**src/rtl/ex_stage.sv**
```systemverilog
// ex_stage: 16-bit execute stage with a single-cycle ALU and a 16-iteration shift-add multiplier.
module ex_stage (
   input  logic        CLK,
   input  logic        Reset,
   input  logic        InValid,
   input  logic        IRegWrite,
   input  logic        IALUSrc,
   input  logic        IBranch,
   input  logic        IMemWrite,
   input  logic        IMemRead,
   input  logic        IRegStore,
   input  logic [2:0]  IALUOP,
   input  logic [15:0] I1stArg,
   input  logic [15:0] I2ndArg,
   input  logic [15:0] IImm,
   input  logic [15:0] IRd,
   input  logic        Flush,
   output logic        Stall,
   output logic        OValid,
   output logic        ORegWrite,
   output logic        OMemWrite,
   output logic        OMemRead,
   output logic        ORegStore,
   output logic        OBranchTaken,
   output logic [15:0] OALUResult,
   output logic [15:0] OStoreData,
   output logic [15:0] ORd
);
   typedef enum logic [1:0] {IDLE, MUL, DONE} state_t;
   state_t state, nxt;
   logic [3:0] cnt;
   logic [15:0] mcand, mplier, prod, op_b, alu, h_sd, h_rd;
   logic h_rw, h_mw, h_mr, h_rs, h_bt, is_mul, start, taken, load_alu;
   assign op_b = IALUSrc ? IImm : I2ndArg;
   assign is_mul = IALUOP == 3'b111;
   assign start = state == IDLE && InValid && is_mul && !Flush;
   assign load_alu = state == IDLE && InValid && !is_mul && !Flush;
   assign taken = IBranch && (I1stArg == I2ndArg);
   always_comb
      alu = IALUOP == 3'b000 ? I1stArg + op_b :
            IALUOP == 3'b001 ? I1stArg - op_b :
            IALUOP == 3'b010 ? I1stArg & op_b :
            IALUOP == 3'b011 ? I1stArg | op_b :
            IALUOP == 3'b100 ? I1stArg ^ op_b :
            IALUOP == 3'b101 ? I1stArg << op_b[3:0] :
            IALUOP == 3'b110 ? {15'b0, $signed(I1stArg) < $signed(op_b)} : 16'h0000;
   always_ff @(posedge CLK or negedge Reset)
      if (!Reset) state <= IDLE;
      else state <= nxt;
   always_comb
      nxt = Flush ? IDLE :
            state == IDLE ? (start ? MUL : IDLE) :
            state == MUL ? (cnt == 4'hf ? DONE : MUL) : IDLE;
   always_comb Stall = Reset && !Flush && (start || state == MUL);
   // operands and control fields are captured at issue so the mul completes even if ID/EX changes
   always_ff @(posedge CLK or negedge Reset)
      if (!Reset) begin
         {mcand, mplier, prod, h_sd, h_rd, cnt} <= '0;
         {h_rw, h_mw, h_mr, h_rs, h_bt} <= '0;
      end else if (start) begin
         mcand <= I1stArg;
         mplier <= op_b;
         prod <= 16'h0000;
         cnt <= 4'h0;
         h_sd <= I2ndArg;
         h_rd <= IRd;
         {h_rw, h_mw, h_mr, h_rs, h_bt} <= {IRegWrite, IMemWrite, IMemRead, IRegStore, taken};
      end else if (state == MUL && !Flush) begin
         prod <= prod + (mplier[0] ? mcand : 16'h0000);
         mcand <= mcand << 1;
         mplier <= mplier >> 1;
         cnt <= cnt + 4'h1;
      end
   always_ff @(posedge CLK or negedge Reset)
      if (!Reset) begin
         {OValid, ORegWrite, OMemWrite, OMemRead, ORegStore, OBranchTaken} <= '0;
         {OALUResult, OStoreData, ORd} <= '0;
      end else if (!Flush && state == DONE) begin
         {OValid, ORegWrite, OMemWrite, OMemRead, ORegStore, OBranchTaken} <= {1'b1, h_rw, h_mw, h_mr, h_rs, h_bt};
         {OALUResult, OStoreData, ORd} <= {prod, h_sd, h_rd};
      end else if (load_alu) begin
         {OValid, ORegWrite, OMemWrite, OMemRead, ORegStore, OBranchTaken} <= {1'b1, IRegWrite, IMemWrite, IMemRead, IRegStore, taken};
         {OALUResult, OStoreData, ORd} <= {alu, I2ndArg, IRd};
      end else
         {OValid, ORegWrite, OMemWrite, OMemRead, ORegStore, OBranchTaken} <= '0;
endmodule

```
**config.mk**
```make
export PLATFORM = sky130hd
export DESIGN_NAME = ex_stage
export DESIGN_NICKNAME = d
export VERILOG_FILES = /design/src/rtl/ex_stage.sv
export SDC_FILE = /design/constraint.sdc
export NUM_CORES = 1
export LEC_CHECK = 0
export CAP_MARGIN = 40
export CORE_ASPECT_RATIO = 1.2
export CORE_MARGIN = 4
export CORE_UTILIZATION = 35
export CTS_BUF_LIST = sky130_fd_sc_hd__clkbuf_16
export DETAILED_ROUTE_END_ITERATION = 16
export PLACE_DENSITY = 0.53
export REMOVE_ABC_BUFFERS = 1
export SLEW_MARGIN = 25
export SYNTH_ARGS = -nofsm -noshare
export SYNTH_HDL_FRONTEND = slang
export SYNTH_SLANG_ARGS = --single-unit
```
**constraint.sdc**
```tcl
create_clock -name CLK -period 3.6 [get_ports CLK]
set_clock_uncertainty 0.05 [all_clocks]
set_input_delay 0.72 -clock CLK [delete_from_list [all_inputs] [get_ports CLK]]
set_output_delay 0.72 -clock CLK [all_outputs]
set_load 0.05 [all_outputs]
```
==> results of run 1 <==
==> worst min-delay path by stage <==
stage | cells past startpoint | end | slack, ns
floorplan | 0 | OALUResult[0] | 0.37
global placement | 2 | ORd[11] | 0.41
detailed placement | 2 | OStoreData[6] | 0.41
CTS | 2 | OStoreData[2] | 0.43
global route | 2 | ORd[10] | 0.44
finish | 2 | prod[13] | 0.35
==> cell type report <==
class,count,area (µm²)
Inverter,55,206
Multi-Input combinational cell,895,5820
Sequential cell,145,3630
Timing Repair Buffer,285,2550
Fill cell,2714,14000
Clock inverter,15,159
Tap cell,340,425
Clock buffer,17,425
==> repair_timing <==
action,4_1_cts,5_1_grt
pin swaps,3,16
resized for setup,10,36
setup endpoints to repair,8,11
buffers inserted,2,1
==> state kept, by name, summed over array words and instances (netlist names), 2 cells and up <==
register / flops
state: 2
OStoreData: 16
cnt: 4
h_sd: 16
mplier: 16
ORd: 16
prod: 16
mcand: 16
OALUResult: 16
h_rd: 16
==> cells in the mapped netlist, types with 3 or more instances <==
| library cell | n |
|---|---|
| dfrtp_1 | 145 |
| nand3_1 | 32 |
| a22oi_1 | 55 |
| xnor2_1 | 37 |
| or2_2 | 3 |
| a211oi_1 | 9 |
| inv_2 | 3 |
| fa_1 | 3 |
| ha_1 | 65 |
| nand2b_1 | 8 |
| o21a_1 | 5 |
| o2111ai_1 | 3 |
| nor3_1 | 16 |
| a221o_1 | 15 |
| a21boi_0 | 4 |
| a311oi_1 | 3 |
| xor2_1 | 19 |
| o221ai_1 | 5 |
| a21o_1 | 5 |
| buf_1 | 4 |
| o21ai_0 | 59 |
| o211ai_1 | 4 |
| mux2i_1 | 24 |
| a21oi_1 | 57 |
| and2_1 | 17 |
| nor2_1 | 82 |
| mux4_2 | 5 |
| nand2_1 | 264 |
| o31ai_1 | 6 |
| and3_1 | 4 |
| clkbuf_1 | 50 |
| o21bai_1 | 10 |
| or3_1 | 6 |
| nor2b_1 | 6 |
| inv_1 | 51 |
| o22ai_1 | 13 |
| a22o_1 | 6 |
| nand4_1 | 5 |
| a31oi_1 | 11 |
==> per-layer routing <==
metal	vias to the layer above	share of wire, %
li1	4537	-
met1	4488	45
met2	221	49
met3	39	3.9
met4	0	2.5
met5	-	0
==> worst register-to-register path, stage by stage, from the launching register on <==
cell       delay, ns
dfrtp_1         0.45
and2_1          0.19
ha_1            0.22
inv_1           0.09
fa_1            0.21
nor2b_1         0.05
o21ai_0         0.20
a21boi_0        0.16
o21a_1          0.24
o21ai_0         0.45
o2111ai_1       0.23
a31oi_1         0.25
xor2_1          0.15
o21ai_0         0.08
==> report_power, final <==
part	leakage (nW)	internal [mW]	total, mW	switching, mW
logic	4.16	0.957	2.25	1.29
registers	1.85	1.98	2.23	0.243
clock network	0.276	1.03	1.80	0.777
total	6.29	3.97	6.28	2.31
==> cell families after synthesis <==
| kind of cell | count (synthesis) | synth area share (%) |
|---|---|---|
| compound gates | 290 | 20.3 |
| fa+ha+maj | 68 | 8.98 |
| xor+xnor | 56 | 5.04 |
| buf+inv | 113 | 4.53 |
| flops | 145 | 37.3 |
| simple gates | 448 | 19.5 |
| mux | 33 | 4.35 |
==> metrics by stage <==
step | worst slack (ns) | TNS, ns | instance area (µm²)
global route | 0.0761 | 0 | 13200
global placement | -0.599 | -5.26 | 12400
finish | 0.209 | 0 | 13200
CTS | 0.000520 | 0 | 13100
detailed placement | -0.605 | -5.54 | 12400
floorplan | -1.46 | -19.85 | 9490
==> impl_metrics.json, run 1 <==
{
  "status": "completed",
  "drc": 0,
  "holdWs_ns": 0.350,
  "synth.cell_area_mm2": 0.00972,
  "busiest_layer": "met2",
  "cap_viol_max_count": 0,
  "layout_common_cells": "nand2_1, buf_4, dfrtp_1",
  "drt_iter0_drc": 651,
  "leakage_nw": 6.29,
  "grt_start_max_net_pins": 146,
  "clk_latency_ns": 0.43,
  "slowest_delay_ns": 0.56,
  "drv_slew": 0,
  "synth_seq_cells": 145,
  "cp-start-kind": "input pin",
  "gr-usage-met3_pct": 3.37,
  "critPathTopFamily": "buffers and inverters",
  "clock_sinks": 145,
  "placed_cells": 1717,
  "r2r_cells": 13,
  "yosysUniqueCellTypes": 66,
  "grt_pass1_wl_mm": 52.0,
  "antenna_found_initial": 0,
  "synth-main-ff-cell": "dfrtp_1",
  "port_buffers": 131,
  "critPathBufInv": 5,
  "rr_startpoint": "mplier[0]",
  "core_mm2": 0.0273,
  "crit_chain": "clkdlybuf4s50_1 > mux2i_4 > inv_2 > buf_4 > ha_1 > inv_1 > fa_2 > nand2b_1 > a21oi_2 > o21ai_2 > a21oi_2 > a31oi_1 > buf_4 > xnor2_1 > a222oi_1 > o21ai_1",
  "worstMarginPinSlew_ns": 0.870,
  "crit_start": "I2ndArg[0]",
  "htreeDepth": 4,
  "yosysTopAreaCellShare_pct": 37.3,
  "yosysSeqAreaShare_pct": 37.3,
  "cp.depth": 16,
  "clk_pin_slew_worst_paths_ns": 0.07,
  "ys_warn_count": 0,
  "die_x_um": 160,
  "grt_pass1_vias": 9156,
  "peakVddDrop_v": 0.000261,
  "post_drt_via_cell_ratio": 5.30,
  "hold_violations": 0,
  "wirelength_mm": 33.8,
  "worstPathMaxFanout": 7,
  "grt_use_met1_pct": 29.0,
  "holdBufCountCts": 0,
  "setup.worst_path.class": "in -> reg",
  "power_density_mw_per_mm2": 475,
  "dr.pass1.iters": 5,
  "ios": 132,
  "fmax_mhz": 295,
  "place_hpwl_mm": 25.6,
  "hold_path_class": "in -> async",
  "rsz0062_at_grt": "false",
  "synthArstFlopShare_pct": 100,
  "reg2reg_slack_ns": 0.43,
  "critPathRequiredTime_ns": 3.86,
  "tritoncts": "built",
  "layout-drive-gt1-share_pct": 17.0,
  "diodes": 0,
  "gp_congestion": 0.972,
  "arrival_ns": 3.65,
  "vias": 9285,
  "instances_no_fill": 1752,
  "end_kind": "flop",
  "min_period_ns": 3.39,
  "setup_viol": 0,
  "synth_edf_count": 0,
  "grt.overflow.total": 0,
  "utilization_pct": 48.5,
  "numCtsBuffers": 17,
  "drtAntennaViolNets": 0,
  "timing.slew.headroom_pct": 42.0,
  "power_mw": 6.28,
  "worstReg2RegEnd": "prod[14]",
  "die_area_mm2": 0.0305,
  "finalNetCount": 1544,
  "clock_tree.root_cell": "clkbuf_16",
  "endpoint": "OALUResult[12]",
  "cpMaxStageDelayCell": "clkdlybuf4s50_1",
  "grt_usage_pct": 21.8,
  "std_cell_rows": 66,
  "gr-usage-met2_pct": 36.9,
  "syn_area_per_cell_um2": 8.43,
  "layout_commonest_cell": "nand2_1",
  "syn_inst": 1153,
  "detail_route.wl_per_cell_um": 19.3,
  "syn_to_final_growth_pct": 35.9,
  "ys_top_cells_by_area": "dfrtp_1, nand2_1, ha_1, a22oi_1, xnor2_1",
  "post-route-period-util_pct": 94.2,
  "start_util_pct": 35.7,
  "clk_path_buf_depth": 2,
  "die_y_um": 191,
  "synth_area_leader_cell": "dfrtp_1"
}
No activity file was read; power rests on OpenSTA's default activity.
==> run 2: changes to the inputs <==
Settings changed: SLEW_MARGIN 25 to 20.
==> results of run 2 <==
The final DEF is identical to that of run 1; final timing and power are the same.
